### src/rtl/text_box_motion_ctrl.sv
// rtl/text_box_motion_ctrl.sv - text overlay controller: tear-free message load and bouncing box origin
// Bytes fill a shadow string that is swapped onto the display only at a frame start.
module text_box_motion_ctrl #(
  parameter int HORIZONTAL_WIDTH = 1650,
  parameter int VERTICAL_WIDTH   = 750,
  parameter int ACTIVE_W         = 1280,
  parameter int ACTIVE_H         = 720,
  parameter int COLUMNS          = 13,
  parameter int GLYPH_W          = 8,
  parameter int GLYPH_H          = 16,
  parameter int STEP_X           = 2,
  parameter int STEP_Y           = 1,
  parameter int FRAMES_PER_STEP  = 1
) (
  input  logic                                i_clk,
  input  logic                                i_rst,
  input  logic                                i_nf,
  input  logic                                i_run,
  input  logic                                i_wr_valid,
  input  logic [7:0]                          i_wr_data,
  input  logic                                i_wr_last,
  output logic                                o_wr_ready,
  output logic [$clog2(HORIZONTAL_WIDTH)-1:0] o_x,
  output logic [$clog2(VERTICAL_WIDTH)-1:0]   o_y,
  output logic [COLUMNS*8-1:0]                o_characters,
  output logic                                o_box_en,
  output logic                                o_busy
);

  localparam int XW    = $clog2(HORIZONTAL_WIDTH);
  localparam int YW    = $clog2(VERTICAL_WIDTH);
  localparam int MAX_X = ACTIVE_W - COLUMNS * GLYPH_W;
  localparam int MAX_Y = ACTIVE_H - GLYPH_H;
  localparam int IW    = $clog2(COLUMNS + 1);
  localparam int FCW   = (FRAMES_PER_STEP > 1) ? $clog2(FRAMES_PER_STEP) : 1;

  localparam logic [XW:0]            MAX_XV  = (XW+1)'(MAX_X);
  localparam logic [XW:0]            STEP_XV = (XW+1)'(STEP_X);
  localparam logic [YW:0]            MAX_YV  = (YW+1)'(MAX_Y);
  localparam logic [YW:0]            STEP_YV = (YW+1)'(STEP_Y);
  localparam logic [XW-1:0]          MAX_XO  = XW'(MAX_X);
  localparam logic [YW-1:0]          MAX_YO  = YW'(MAX_Y);
  localparam logic [IW-1:0]          LAST_IX = IW'(COLUMNS - 1);
  localparam logic [FCW-1:0]         FC_TOP  = FCW'(FRAMES_PER_STEP - 1);
  localparam logic [COLUMNS*8-1:0]   BLANK   = {COLUMNS{8'h20}};

  if (MAX_X < STEP_X || MAX_Y < STEP_Y) begin : g_bad_limits
    $error("text box does not fit the active area for the chosen step");
  end
  if (FRAMES_PER_STEP < 1) begin : g_bad_fps
    $error("FRAMES_PER_STEP must be at least 1");
  end

  typedef enum logic [1:0] {S_IDLE, S_LOAD, S_COMMIT, S_SHOW} state_t;

  state_t               state_q, state_d;
  logic [COLUMNS*8-1:0] shadow_q, shadow_d;
  logic [COLUMNS*8-1:0] chars_q, chars_d;
  logic [IW-1:0]        idx_q, idx_d;
  logic                 box_en_q, box_en_d;
  logic                 wr_ready_q, wr_ready_d;
  logic                 busy_q, busy_d;
  logic [XW-1:0]        x_q, x_d;
  logic [YW-1:0]        y_q, y_d;
  logic                 right_q, right_d;
  logic                 down_q, down_d;
  logic [FCW-1:0]       fcnt_q, fcnt_d;
  logic                 accept;
  logic [XW:0]          x_wide, x_fwd;
  logic [YW:0]          y_wide, y_fwd;

  always_comb begin
    state_d  = state_q;
    shadow_d = shadow_q;
    chars_d  = chars_q;
    idx_d    = idx_q;
    box_en_d = box_en_q;
    accept   = i_wr_valid && wr_ready_q;
    case (state_q)
      S_IDLE, S_SHOW: begin
        // Pre-blanking the shadow makes short messages space-padded for free.
        if (accept) begin
          shadow_d = BLANK;
          shadow_d[COLUMNS*8-1 -: 8] = i_wr_data;
          idx_d    = IW'(1);
          state_d  = (i_wr_last || COLUMNS == 1) ? S_COMMIT : S_LOAD;
        end
      end
      S_LOAD: begin
        if (accept) begin
          shadow_d[COLUMNS*8-1 - 8*int'(idx_q) -: 8] = i_wr_data;
          idx_d = idx_q + 1'b1;
          if (i_wr_last || idx_q == LAST_IX) state_d = S_COMMIT;
        end
      end
      S_COMMIT: begin
        if (i_nf) begin
          chars_d  = shadow_q;
          box_en_d = 1'b1;
          idx_d    = '0;
          state_d  = S_SHOW;
        end
      end
      default: state_d = S_IDLE;
    endcase
    wr_ready_d = (state_d != S_COMMIT);
    busy_d     = (state_d == S_LOAD) || (state_d == S_COMMIT);
  end

  always_comb begin
    x_d     = x_q;
    y_d     = y_q;
    right_d = right_q;
    down_d  = down_q;
    fcnt_d  = fcnt_q;
    x_wide  = {1'b0, x_q};
    y_wide  = {1'b0, y_q};
    x_fwd   = x_wide + STEP_XV;
    y_fwd   = y_wide + STEP_YV;
    if (box_en_q && i_run && i_nf) begin
      if (fcnt_q == FC_TOP) begin
        fcnt_d = '0;
        if (right_q) begin
          if (x_fwd >= MAX_XV) begin
            x_d     = MAX_XO;
            right_d = 1'b0;
          end else x_d = x_fwd[XW-1:0];
        end else begin
          if (x_wide <= STEP_XV) begin
            x_d     = '0;
            right_d = 1'b1;
          end else x_d = x_q - STEP_XV[XW-1:0];
        end
        if (down_q) begin
          if (y_fwd >= MAX_YV) begin
            y_d    = MAX_YO;
            down_d = 1'b0;
          end else y_d = y_fwd[YW-1:0];
        end else begin
          if (y_wide <= STEP_YV) begin
            y_d    = '0;
            down_d = 1'b1;
          end else y_d = y_q - STEP_YV[YW-1:0];
        end
      end else begin
        fcnt_d = fcnt_q + 1'b1;
      end
    end
  end

  always_ff @(posedge i_clk) begin
    if (i_rst) begin
      state_q    <= S_IDLE;
      shadow_q   <= BLANK;
      chars_q    <= BLANK;
      idx_q      <= '0;
      box_en_q   <= 1'b0;
      wr_ready_q <= 1'b1;
      busy_q     <= 1'b0;
      x_q        <= '0;
      y_q        <= '0;
      right_q    <= 1'b1;
      down_q     <= 1'b1;
      fcnt_q     <= '0;
    end else begin
      state_q    <= state_d;
      shadow_q   <= shadow_d;
      chars_q    <= chars_d;
      idx_q      <= idx_d;
      box_en_q   <= box_en_d;
      wr_ready_q <= wr_ready_d;
      busy_q     <= busy_d;
      x_q        <= x_d;
      y_q        <= y_d;
      right_q    <= right_d;
      down_q     <= down_d;
      fcnt_q     <= fcnt_d;
    end
  end

  assign o_wr_ready   = wr_ready_q;
  assign o_x          = x_q;
  assign o_y          = y_q;
  assign o_characters = chars_q;
  assign o_box_en     = box_en_q;
  assign o_busy       = busy_q;

endmodule

### config.mk
export PLATFORM = sky130hd
export DESIGN_NAME = text_box_motion_ctrl
export DESIGN_NICKNAME = d
export VERILOG_FILES = /design/src/rtl/text_box_motion_ctrl.sv
export SDC_FILE = /design/constraint.sdc
export NUM_CORES = 1
export LEC_CHECK = 0
export CORE_AREA = 2 2 114 171
export DETAILED_ROUTE_END_ITERATION = 12
export DIE_AREA = 0 0 116 173
export PLACE_DENSITY = 0.79
export SYNTH_ARGS = -nofsm -noshare
export SYNTH_HDL_FRONTEND = slang
export SYNTH_SLANG_ARGS = --single-unit
### constraint.sdc
create_clock -name i_clk -period 4.7 [get_ports i_clk]
set_input_delay 0.94 -clock i_clk [delete_from_list [all_inputs] [get_ports i_clk]]
set_output_delay 0.94 -clock i_clk [all_outputs]
set_load 0.005 [all_outputs]
Yosys cells after proc, flatten, opt, wreduce, memory -nomap -nowiden
Index checks and enable logic that the tools add are counted.
{ "totals": {"ff_bits": 241, "elab_cells": 76, "out_inout_bits": 128} }
{ "op_classes": {"muxes": 27, "n_addsub": 8, "n_shift": 2, "order_cmp": 4, "n_reduce_logical": 12, "eq_ne": 10, "n_bitwise": 1} }
{ "op_table": {"columns": ["op", "n"], "rows": [
  ["two-way mux 104 bit", 2],
  ["one-hot mux 104 bit (2 select lines)", 1],
  ["variable shift 8 x 33 -> 111 bit, first input constant", 1],
  ["variable part select 8 x 33 -> 111 bit", 1],
  ["bitwise mux 104 bit", 1],
  ["two-way mux 11 bit", 3],
  ["negation 8 -> 33 bit", 1],
  ["two-way mux 10 bit", 3],
  ["adder 11 x 2 -> 12 bit, second input constant", 1],
  ["greater-or-equal comparator 12 x 11 -> 1 bit, second input constant", 1],
  ["two-way mux 4 bit", 3],
  ["one-hot mux 4 bit (3 select lines)", 1],
  ["adder 10 x 1 -> 11 bit, second input constant", 1],
  ["greater-or-equal comparator 11 x 10 -> 1 bit, second input constant", 1],
  ["<= comparator 11 x 2 -> 1 bit, second input constant", 1],
  ["subtractor 11 x 2 -> 11 bit, second input constant", 1],
  ["<= comparator 10 x 1 -> 1 bit, second input constant", 1],
  ["two-way mux 2 bit", 5],
  ["subtractor 10 x 1 -> 10 bit, second input constant", 1],
  ["!= test 2 bit, second input constant", 4],
  ["subtractor 7 x 7 -> 8 bit, first input constant", 1],
  ["two-way mux 1 bit", 7],
  ["equality test 2 bit, second input constant", 3],
  ["one-hot mux 2 bit (3 select lines)", 1],
  ["12 further kinds", 18]
]} }

Longest topological paths before layout
{ "logic_depth": {"depth_word": 7, "mapped_depth": 10} }

Least setup slack after synthesis
Ideal clock, no wire load.
{ "synth_path": {"kind": "input to register", "start": "in i_wr_valid", "end": "reg shadow_q[69]", "stages": 6, "arrival_ns": 1.959, "slack_ns": 2.621, "setup_ns": 0.119, "t_required_ns": 4.581, "path_buffers": 1, "path_cell_list": "and2_1 o21ai_2 clkbuf_1 a21o_1 nor2b_1 o21bai_1"} }
{ "synth_between": {"elab_chain_cells": 3} }
{ "synth_rtl": {"columns": ["element", "line", "text"], "rows": [
  ["start: declaration", "19", "input logic i_wr_valid,"],
  ["logical AND 1 bit (*)", "78", "accept = i_wr_valid && wr_ready_q;"],
  ["!= test 2 bit (no source line)", null, null],
  ["AND reduction 3 bit (no source line) (*)", null, null],
  ["end signal: assignment", "167", "shadow_q <= shadow_d;"],
  ["end: declaration", "57", "logic [COLUMNS*8-1:0] shadow_q, shadow_d;"]
]} }
Mark *: on every way between the ends. The rest lies on a longest branch, timed or not.
A chain may end at the register's enable or synchronous reset.

Worst setup path in the final report
{ "layout_path": {"start": "reg x_q[5], in the netlist o_x[5]", "end": "out o_x[5]"} }
{ "layout_lines": {"columns": ["element", "line", "text"], "rows": [
  ["start: declaration", "63", "logic [XW-1:0] x_q, x_d;"],
  ["start signal: assignment", "160", "x_q <= '0;"],
  ["start signal: assignment", "173", "x_q <= x_d;"],
  ["end: declaration", "23", "output logic [$clog2(HORIZONTAL_WIDTH)-1:0] o_x,"]
]} }
No word-level cell between the ends.

==> flow_summary.ini <==
[layout]
area.growth.synth_to_final_pct = 20.51
fillers = 1608
drive_gt1_share_pct = 5.026
diodes = 0
stdcell_count = 1585
final_nets = 1343

[clock_network]
cts_tree = built
cts_made_buffers = 22
cts-root-buf = clkbuf_16
ctsResizeCount = 0
cts.clk_slew.worst_paths_ns = 0.06
clk_latency_ns = 0.50
htreeDepth = 1
hold_buffers = 0
cts.path.max_buffers = 3
cts_setup_buffers = 0
cts.sinks = 239

[worst_setup_path]
cp-start-kind = register
end_kind = output pin
cp_data_required_time_ns = 3.76
cp_cell_sequence = clkdlybuf4s50_1
crit_type = register to output pin
cpPeakStageDelay_ns = 0.74
cp_data_arrival_time_ns = 1.86
crit_path_top_delay_cell = dfxtp_1
worstPathMaxFanout = 17
crit_buf_inv = 1
crit_family = flip-flops

[worst_hold_path]
hold_class = register to register

[synthesis]
netlist.top_cell.by_area = dfxtp_1
ys_types = 73
netlist_area_sq_um = 10100
synthFlopType = dfxtp_1
synth_edf_count = 0
synth_common_cells = nand2_1, dfxtp_1, nor2_1, a21oi_1, a22oi_1
synth_fp_nets = 1266
ys_warn_count = 0
syn_avg_cell_area_sq_um = 8.139
async_flop_share_pct = 0
netlist_instances = 1241
yosysMostFrequentCell = nand2_1
synth_area_leaders = dfxtp_1, nand2_1, a22oi_1, a21oi_1, nor2_1
synth-seq-cells = 239
yosysTopAreaCellShare_pct = 47.37
ys_seq_area_share_pct = 47.37

[timing]
finalSetupViolCount = 0
fin_crit_sh_pct = 59.50
max_freq_ghz = 0.3576
drv_slew = 0
timing.setup.tns_ns = 0
hold_viol = 0
rsz0062_at_grt = no
max_slew_margin_pct = 25.72
period_needed_ns = 2.796
worst_slew_pin_slew_ns = 1.114
skew_ns = 0.006966

[pwr]
power.density_nw_per_um2 = 415.2
peakVddDrop_uv = 277.8
power_mw = 5.054
leakagePower_nw = 4.248

[grt]
grt_max_degree = 139
grt_usage_pct = 25.81
grt_overflow = 0
grt_pass1_wl_mm = 42.77
grt_pass1_vias = 8549
antenna_found_initial = 2

[drt]
drc = 0
wirelength_mm = 26.57
first_pass_iters = 5
ant_nets = 0
wl_per_cell_um = 16.76
drtIter0Drc = 838
vias = 9141
drt-vias-per-instance = 5.767

[floorplanning]
rows = 61
core_area_sq_um = 18470
die_w_um = 116
start_util_pct = 54.69
io_pins = 142
die_h_um = 173
die-area_sq_um = 20070

[outcome]
status = finished, final reports clean

[flow_run]
cap_violations = 0

[placed_design]
portBuffers = 140
routabilityCongestion = 0.8980
hpwl_mm = 17.70
dp.cells = 1546
logic make-up (layout without fill, tap and decap cells):
group / after synthesis / after routing / synth area share, %
AOI/OAI and AO/OA: 325 / 325 / 20.71
xor gates and xnor gates: 6 / 6 / 0.5202
adders and majority gates: 11 / 11 / 1.363
buffers and inverters: 112 / 204 / 4.558
DFF: 239 / 239 / 47.37
muxes: 18 / 18 / 1.858
other: 1 / 1 / 0.03713
and+or+nand+nor: 529 / 529 / 23.58
metrics by stage:
step                setup WS, ns  hold WS [ns]  utilization [%]  area, sq um
global placement           1.723        0.4373            62.18        11480
finish                     1.904        0.4535            65.91        12170
global route               1.727        0.4744            65.91        12170
CTS                        1.936        0.4545            65.91        12170
detailed placement         1.639        0.4443            62.18        11480
floorplan                  2.621        0.4312                -        10100
flip-flops by register name (all words and copies together), names as in the netlist, 2 cells and up:
register / count
state_q: 2
o_y: 10
o_characters: 104
o_x: 10
idx_q: 4
shadow_q: 104
tightest hold or removal path: stages, from the launching register on:
cell and delay, ns:
dfxtp_1 0.31, nand2_1 0.05, a21oi_1 0.05
cell usage in the layout (no fill, tap or decap), drive strengths merged, types with 4 or more instances in the layout:
| cell | Yosys | layout |
|---|---|---|
| nor2 | 142 | 142 |
| and3 | 5 | 5 |
| nand3 | 25 | 25 |
| a21o | 17 | 17 |
| o31ai | 5 | 5 |
| clkbuf | 64 | 34 |
| o22ai | 12 | 12 |
| and2 | 12 | 12 |
| nand2 | 250 | 250 |
| o21ai | 38 | 38 |
| nor4 | 4 | 4 |
| inv | 19 | 20 |
| dfxtp | 239 | 239 |
| buf | 29 | 7 |
| a22oi | 88 | 88 |
| a31oi | 4 | 4 |
| or4 | 4 | 4 |
| nand3b | 15 | 15 |
| o211ai | 4 | 4 |
| xnor2 | 4 | 4 |
| nand4 | 4 | 4 |
| nor3 | 29 | 29 |
| a21oi | 127 | 127 |
| clkdlybuf4s50 | 0 | 139 |
| ha | 11 | 11 |
| nor2b | 14 | 14 |
| o21bai | 8 | 8 |
| nand2b | 11 | 11 |
| mux2i | 15 | 15 |
layer usage:
layer	vias up	global-route usage (%)	routed length, um
met1	4400	32.65	10980
met4	0	8.532	607
li1	4423	-	-
met3	50	2.979	1312
met2	268	45.15	13670
met5	-	0	0
power breakdown:
part / internal [mW] / leakage [nW] / total, mW / switching [mW]
sequential: 2.10 / 1.93 / 2.18 / 0.0767
clock: 0.965 / 0.337 / 1.71 / 0.743
combinational: 0.368 / 1.98 / 1.17 / 0.797
total: 3.44 / 4.25 / 5.05 / 1.62
area by class of cell:
| type | instances | area [sq um] | share of cell area, % |
|---|---|---|---|
| tap | 252 | 315.3 | 2.590 |
| clock buffer | 34 | 656.9 | 5.396 |
| timing repair buffer | 146 | 1448 | 11.89 |
| inverter | 19 | 71.32 | 0.5859 |
| multi-input combinational | 890 | 4866 | 39.97 |
| sequential | 239 | 4785 | 39.31 |
| clock inverter | 5 | 31.28 | 0.2570 |
final timing paths:
check                           cells after the start  slack [ns]         start               end
worst max-delay path                                1        1.90        o_x[5]            o_x[5]
worst min-delay path                                2        0.45  shadow_q[32]  o_characters[32]
worst max register to register                      7        2.00      idx_q[0]      shadow_q[87]
worst min register to register                      2        0.45  shadow_q[32]  o_characters[32]
No activity file was read; power rests on OpenSTA's default activity.
